### src/rtl/byte_frame_packer.sv
// Packs a byte stream into HEADER / payload / count / XOR-checksum frames.
// Input bytes go through a show-ahead FIFO because the input cannot be stalled.
module byte_frame_packer #(
  parameter int unsigned DEPTH   = 16,
  parameter int unsigned MAX_LEN = 32,
  parameter logic [7:0]  HEADER  = 8'hA5
) (
  input  logic                     clk,
  input  logic                     reset,
  input  logic [7:0]               in_byte,
  input  logic                     in_valid,
  input  logic                     in_last,
  output logic [7:0]               out_data,
  output logic                     out_valid,
  input  logic                     out_ready,
  output logic [$clog2(DEPTH):0]   fifo_level,
  output logic                     overflow,
  output logic [15:0]              frame_count
);

  localparam int unsigned AW = $clog2(DEPTH);
  localparam int unsigned LW = AW + 1;
  localparam logic [LW-1:0] FULL_LVL = LW'(DEPTH);
  localparam logic [7:0]    MAX_LEN8 = 8'(MAX_LEN);

  localparam logic [2:0] S_IDLE = 3'd0;
  localparam logic [2:0] S_HDR  = 3'd1;
  localparam logic [2:0] S_PAY  = 3'd2;
  localparam logic [2:0] S_CNT  = 3'd3;
  localparam logic [2:0] S_CSUM = 3'd4;

  logic [8:0]    mem_q [DEPTH];
  logic [AW-1:0] wr_ptr_q, wr_ptr_d;
  logic [AW-1:0] rd_ptr_q, rd_ptr_d;
  logic [LW-1:0] level_q, level_d;
  logic [2:0]    state_q, state_d;
  logic [7:0]    count_q, count_d;
  logic [7:0]    csum_q, csum_d;
  logic [15:0]   frame_count_q, frame_count_d;
  logic          overflow_q, overflow_d;
  logic          drop_last_q, drop_last_d;

  logic       empty;
  logic       full;
  logic       push;
  logic       pop;
  logic [8:0] head;

  assign empty = (level_q == '0);
  assign full  = (level_q == FULL_LVL);
  assign head  = mem_q[rd_ptr_q];
  assign pop   = (state_q == S_PAY) && !empty && out_ready;
  // A full FIFO still accepts a byte when a pop frees a slot in the same cycle.
  assign push  = in_valid && (!full || pop);

  assign fifo_level  = level_q;
  assign overflow    = overflow_q;
  assign frame_count = frame_count_q;

  always_comb begin
    state_d       = state_q;
    count_d       = count_q;
    csum_d        = csum_q;
    frame_count_d = frame_count_q;
    overflow_d    = overflow_q;
    drop_last_d   = drop_last_q;
    out_valid     = 1'b0;
    out_data      = '0;

    case (state_q)
      S_IDLE: begin
        if (!empty || drop_last_q) state_d = S_HDR;
      end
      S_HDR: begin
        out_valid = 1'b1;
        out_data  = HEADER;
        if (out_ready) state_d = S_PAY;
      end
      S_PAY: begin
        if (!empty) begin
          out_valid = 1'b1;
          out_data  = head[7:0];
          if (out_ready) begin
            count_d = count_q + 8'd1;
            csum_d  = csum_q ^ head[7:0];
            if (head[8] || (count_q + 8'd1 == MAX_LEN8)) state_d = S_CNT;
          end
        end else if (drop_last_q) begin
          // The event's last byte was lost: close the frame with what was kept.
          state_d     = S_CNT;
          drop_last_d = 1'b0;
        end
      end
      S_CNT: begin
        out_valid = 1'b1;
        out_data  = count_q;
        if (out_ready) state_d = S_CSUM;
      end
      S_CSUM: begin
        out_valid = 1'b1;
        out_data  = csum_q;
        if (out_ready) begin
          frame_count_d = frame_count_q + 16'd1;
          count_d       = '0;
          csum_d        = '0;
          state_d       = S_IDLE;
        end
      end
      default: state_d = S_IDLE;
    endcase

    if (in_valid && !push) begin
      overflow_d = 1'b1;
      if (in_last) drop_last_d = 1'b1;
    end
  end

  always_comb begin
    wr_ptr_d = push ? wr_ptr_q + 1'b1 : wr_ptr_q;
    rd_ptr_d = pop  ? rd_ptr_q + 1'b1 : rd_ptr_q;
    level_d  = level_q;
    case ({push, pop})
      2'b10:   level_d = level_q + 1'b1;
      2'b01:   level_d = level_q - 1'b1;
      default: level_d = level_q;
    endcase
  end

  always_ff @(posedge clk) begin
    if (push) mem_q[wr_ptr_q] <= {in_last, in_byte};
  end

  always_ff @(posedge clk or negedge reset) begin
    if (!reset) begin
      wr_ptr_q      <= '0;
      rd_ptr_q      <= '0;
      level_q       <= '0;
      state_q       <= S_IDLE;
      count_q       <= '0;
      csum_q        <= '0;
      frame_count_q <= '0;
      overflow_q    <= 1'b0;
      drop_last_q   <= 1'b0;
    end else begin
      wr_ptr_q      <= wr_ptr_d;
      rd_ptr_q      <= rd_ptr_d;
      level_q       <= level_d;
      state_q       <= state_d;
      count_q       <= count_d;
      csum_q        <= csum_d;
      frame_count_q <= frame_count_d;
      overflow_q    <= overflow_d;
      drop_last_q   <= drop_last_d;
    end
  end

endmodule

### config.mk
export PLATFORM = sky130hd
export DESIGN_NAME = byte_frame_packer
export DESIGN_NICKNAME = d
export VERILOG_FILES = /design/src/rtl/byte_frame_packer.sv
export SDC_FILE = /design/constraint.sdc
export NUM_CORES = 1
export LEC_CHECK = 0
export BUFFER_PORTS_ARGS = -buffer_cell sky130_fd_sc_hd__buf_2
export CORE_MARGIN = 1
export CORE_UTILIZATION = 55
export DETAILED_ROUTE_END_ITERATION = 6
export PLACE_DENSITY = 0.76
export SLEW_MARGIN = 40
export SYNTH_ARGS = -nofsm -noshare
export SYNTH_HDL_FRONTEND = slang
export SYNTH_SLANG_ARGS = --single-unit
### constraint.sdc
create_clock -name clk -period 2.2 [get_ports clk]
set_input_delay 0.22 -clock clk [delete_from_list [all_inputs] [get_ports clk]]
set_output_delay 0.22 -clock clk [all_outputs]
set_load 0.01 [all_outputs]
Yosys cells after proc, flatten, opt, wreduce, memory -nomap -nowiden:

Memory sizes are Yosys's and may differ from the RTL's.
Cells that the tools add are included.

* bits of input ports: 13
* memory bits (writable): 144
* memories kept: 1
* output and inout bits: 31
* flip-flop bits (word level): 50
* logic and storage cells: 79

Memories
* mem_q: words 16, width 9, read ports 1, clocked after memory_dff 0, write ports 1, line 32 `logic [8:0] mem_q [DEPTH];`

* reductions and logical operators: 18
* $add $sub $neg: 6
* eq/ne operators: 17
* muxes and demuxes: 27
* bitwise operators: 1

Operators with widths (count)
* two-way mux 8 bit: 6
* one-hot mux 8 bit (2 select lines): 2
* one-hot mux 8 bit (4 select lines): 1
* two-way mux 3 bit: 8
* adder 16 x 1 -> 16 bit, second input constant: 1
* one-hot mux 3 bit (5 select lines): 1
* != test 2 bit, second input constant: 6
* one-hot mux 5 bit (2 select lines): 1
* adder 4 x 1 -> 4 bit, second input constant: 2
* adder 8 x 1 -> 8 bit, second input constant: 1
* equality test 8 x 6 -> 1 bit, second input constant: 1
* XOR 8 bit: 1
* two-way mux 1 bit: 7
* AND reduction 7 bit: 1
* equality test 3 x 2 -> 1 bit, second input constant: 2
* != test 3 bit, second input constant: 2
* adder 5 x 1 -> 5 bit, second input constant: 1
* equality test 5 bit, second input constant: 1
* logical NOT 5 bit: 1
* subtractor 5 x 1 -> 5 bit, second input constant: 1
* logical AND 1 bit: 4
* AND reduction 4 bit: 1
* nonzero test 2 bit: 2
* equality test 3 x 1 -> 1 bit, second input constant: 1
* 10 further kinds: 14

Depth between registers and ports, before layout:

* depth after elaboration: 9
* gate-level depth with buffers: 10
* depth with buffers taken out: 10

Worst setup path after synthesis:

Ideal clock, no wire load.

* path kind: register to register
* start: reg level_q[0], in the netlist fifo_level[0]
* end: reg level_q[4], in the netlist fifo_level[4]
* required time: 2.113 ns
* library setup time: 0.087 ns
* data arrival time: 2.423 ns
* period minus slack after synthesis: 2.509 ns
* buffers on the path: 0
* path slack: -0.309 ns
* stages on the path, launching flop included: 10
* cells stage by stage: dfrtp_1 or4_1 o21ai_2 nor2_1 ha_1 nor2b_1 o21ai_0 nand2_1 o31a_1 o211ai_1

* word-level cells in the longest chain between the ends: 8
* elaborated cells between the ends (all ways): 14
* those cells by class: 2 x add/sub; 3 x eq/ne; 1 x mux; 8 x reduce/logical

RTL lines
* start: declaration: line 35 `logic [LW-1:0] level_q, level_d;`
* start signal: assignment: line 147 `level_q <= level_d;`
* logical NOT 5 bit: line 49 `assign empty = (level_q == '0);`
* logical NOT 1 bit
* logical AND 1 bit (2 in a row): line 52 `assign pop = (state_q == S_PAY) && !empty && out_ready;`
* logical OR 1 bit: line 54 `assign push = in_valid && (!full || pop);`
* logical AND 1 bit: line 54
* equality test 2 x 1 -> 1 bit or equality test 2 bit (tied branches): line 122 `case ({push, pop})`
* one-hot mux 5 bit (2 select lines) or nonzero test 2 bit (tied branches)

Parallel ways exist; a longest one is shown, timed or not.
A chain may end at the register's enable or synchronous reset.

Worst setup path after layout:

* start: reg rd_ptr_q[0]
* end: out out_data[3]

* word-level cells in the longest chain between the ends: 3

RTL lines
* start: declaration: line 34 `logic [AW-1:0] rd_ptr_q, rd_ptr_d;`
* start signal: assignment: line 146 `rd_ptr_q <= rd_ptr_d;`
* memory (16 x 9 bit)
* two-way mux 8 bit: line 80 `if (!empty) begin`
* one-hot mux 8 bit (4 select lines): line 70 `case (state_q)`
* end: declaration: line 13 `output logic [7:0] out_data,`

No other way between the ends.

==> flow_summary_export.csv <==
group,metric,value,unit
run_status,status,"finished with violations",
run_status,violations,"DRC, setup timing",
timing,fin_crit_sh,125.3,%
synthesis,synth.top_cell.area_share,51.58,%
grt,grt-ovfl-total,0,
clock_network,cts_tree,"done",
worst_setup_path,slowest_stage,"mux4_2",
power_and_ir_drop,peakVddDrop,0.6392,mV
clock_network,clock_latency,0.44,ns
timing,slew_viol_final,0,
floorplanning,fp.dieW,125.5,um
timing,period_needed,2.758,ns
grt,grt_use_total,25.36,%
timing,finalHoldViolCount,0,
synthesis,synth-edff-count,144,
worst_setup_path,critPathRequiredTime,1.98,ns
floorplanning,ioPinCount,44,
finish,final_util,69.14,%
clock_network,clkSinkCount,194,
worst_setup_path,reg2reg_slack,-0.23,ns
floorplanning,die_h,125.5,um
worst_setup_path,cp.depth,7,
timing,fin_worst_skew,0.008980,ns
worst_setup_path,path_buf_inv,3,
floorplanning,rows,44,
worst_setup_path,reg2reg_from,"fifo_level[1]",
grt,grt_pass1_wl,29.43,mm
synthesis,synthCells,544,
placement,place_inst,790,
clock_network,cts_made_buffers,17,
routing,drc,8,
synthesis,synth_cell_type_count,54,
power_and_ir_drop,power.density,1245,mW/mm^2
synthesis,syn_area_per_cell,15.41,sq um
placement,dp_hpwl,12.09,mm
routing,dr.pass1.iters,7,
timing,worst_pin_slew,0.6970,ns
grt,grt_max_degree,28,
synthesis,syn_area,0.008383,sq mm
finish,fin_area,0.01016,sq mm
run,maxCapViolations,0,
finish,instances_no_fill,841,
synthesis,yosysTopAreaCell,"edfxtp_1",
clock_network,htree_levels,4,
floorplanning,dieArea,0.01574,sq mm
routing,wl_per_cell,22.43,um
timing,relSlewSlack,53.48,%
min_path,holdCritPathClass,"in -> reg",
synthesis,synth-seq-area-share,66.51,%
routing,via_count,5212,
placement,gp_congestion,0.8352,
synthesis,synth-main-ff-cell,"edfxtp_1",
timing,rsz0062_at_grt,"yes",
clock_network,cts.clk_slew.worst_paths,0.07,ns
power_and_ir_drop,leakage,3.819,nW
synthesis,yosysMostFrequentCell,"edfxtp_1",
clock_network,cts.path.max_buffers,2,
worst_setup_path,crit_family,"compound AO/OA/AOI/OAI gates",
finish,n_antenna_cell,0,
synthesis,synth.area.top_cells,"edfxtp_1 (52%), dfrtp_1 (15%), mux4_2 (4.8%)",
synthesis,syn_nets,569,
timing,setup_violations,10,
worst_setup_path,r2r-end,"fifo_level[4]",
routing,avgViaCountPerCell,6.197,
worst_setup_path,crit_path_end,"out_data[3]",
synthesis,ys_ff_latch,194,
min_path,min_path_cells,3,
finish,drive_above_1_share,33.79,%
synthesis,ys_warn_count,0,
routing,finalWirelength,18.87,mm
grt,antenna_found_initial,0,
grt,first_global_vias,5276,
synthesis,synth_common_cells,"edfxtp_1 (144), nand2_1 (58), dfrtp_1 (50), nor2_1 (29), o21ai_0 (21)",
worst_setup_path,worstPathCellList,"buf_6 > mux4_2 > a22oi_2 > nand2_2 > a222oi_1 > inv_1 > buf_2",
timing,max_freq,0.3626,GHz
worst_setup_path,cp_slowest_stage_delay,0.54,ns
finish,finalNetCount,669,
synthesis,ys_async_sr_fraction,25.77,%
worst_setup_path,cp_max_fo,5,
worst_setup_path,cp-end-kind,"output pin",
placement,dpl_cell_area,0.009195,sq mm
floorplanning,start_util,57.03,%
finish,syn2layout_area_growth,21.22,%
timing,setup-tns-final,-4.591,ns
worst_setup_path,worstPathArrival,2.54,ns
routing,ant_nets,0,
worst_setup_path,startpoint,"rd_ptr_q[0]",
worst_setup_path,r2r_cells,9,
timing,setup_ws,-0.5577,ns
clock_network,clock-root-buffer,"clkbuf_16",
worst_setup_path,path_class,"reg -> out",
routing,drt_iter0_markers,534,
floorplanning,coreArea,0.01470,sq mm
placement,io_buffers,43,
worst_setup_path,critPathLaunchType,"register",
timing,fin_hold_ws,0.1390,ns
[cell usage in the layout, fill, tap and decap left out, drive strengths merged, types with 3 or more instances in the layout]
master and instances:
xnor2 19, a22oi 18, xor2 6, a21oi 9, nor4bb 3, inv 22
a31oi 5, a222oi 3, nand3 9, nor3 7, o211ai 6, nor2 29
mux2i 17, nand2b 6, mux4 32, nor2b 7, edfxtp 144, clkinv 3
clkbuf 17, o21ai 22, nand4 8, buf 105, a221oi 4, ha 11
and2 3, a21boi 3, nand2 58, a221o 5, dfrtp 50
[worst min path at each step]
stage,slack [ns],endpoint,from
floorplan,-0.08,count_q[0],reset
finish,0.14,state_q[2],out_ready
global placement,0.27,fifo_level[2],reset
detailed placement,0.28,fifo_level[4],reset
CTS,0.12,state_q[2],out_ready
global route,0.17,state_q[2],out_ready
[report_power, final]
part | switching [mW] | internal [mW]
registers | 0.407 | 4.49
clock network | 1.43 | 1.71
logic | 2.45 | 2.18
[metal layers]
metal	wire [um]	track usage (%)
met5	0	0
met4	379	8.824
met3	1040	4.835
met2	9715	43.40
met1	7732	32.56
[stage by stage]
step | worst slack, ns | total power [mW]
global placement | -0.3470 | 8.722
CTS | -0.5808 | 12.42
finish | -0.5577 | 12.65
floorplan | -0.1793 | 7.418
global route | -0.6468 | 13.22
detailed placement | -0.3259 | 8.935
[worst reg2reg max path: stages, from the launching register on]
cell and delay (ns):
dfrtp_2 0.44, or4_4 0.56, o21ai_4 0.21, nor2_4 0.08, ha_4 0.28, nor2b_4 0.14
o21ai_2 0.07, a211o_1 0.28, o31a_1 0.12, o211ai_1 0.18
[layout make-up]
type | instances | area [sq um]
multi-input combinational | 311 | 2890
clock buffer | 17 | 425.4
fill | 967 | 4537
timing repair buffer | 106 | 817.0
sequential | 194 | 5579
tap | 184 | 230.2
inverter | 14 | 52.55
clock inverter | 15 | 167.7
[logic make-up (layout without fill, tap and decap cells)]
logic type | Yosys count | in the layout | share of synthesized area, %
multiplexers | 51 | 51 | 11.52
XOR/XNOR | 25 | 25 | 2.612
buffers and inverters | 39 | 152 | 2.209
AO/OA/AOI/OAI | 85 | 85 | 7.328
AND/OR/NAND/NOR | 138 | 138 | 7.940
flip-flops | 194 | 194 | 66.51
adder cells (fa/ha/maj) | 12 | 12 | 1.881
[registers in the layout, summed over array words and instances (netlist names)]
| name | flops |
|---|---|
| fifo_level | 5 |
| rd_ptr_q | 4 |
| count_q | 8 |
| state_q | 3 |
| wr_ptr_q | 4 |
| mem_q | 144 |
| frame_count | 16 |
| csum_q | 8 |
| overflow | 1 |
| drop_last_q | 1 |
[what timing repair did]
| item | 4_1_cts | 5_1_grt |
|---|---|---|
| cloned | 1 | 0 |
| setup endpoints to repair | 57 | 130 |
| pin swaps | 11 | 14 |
| resized for setup | 35 | 31 |
| endpoints found under the hold margin | 23 | 0 |
| hold buffers | 1 | 0 |
| setup buffers | 6 | 13 |
Note: power is estimated with default switching activity, not from simulation.
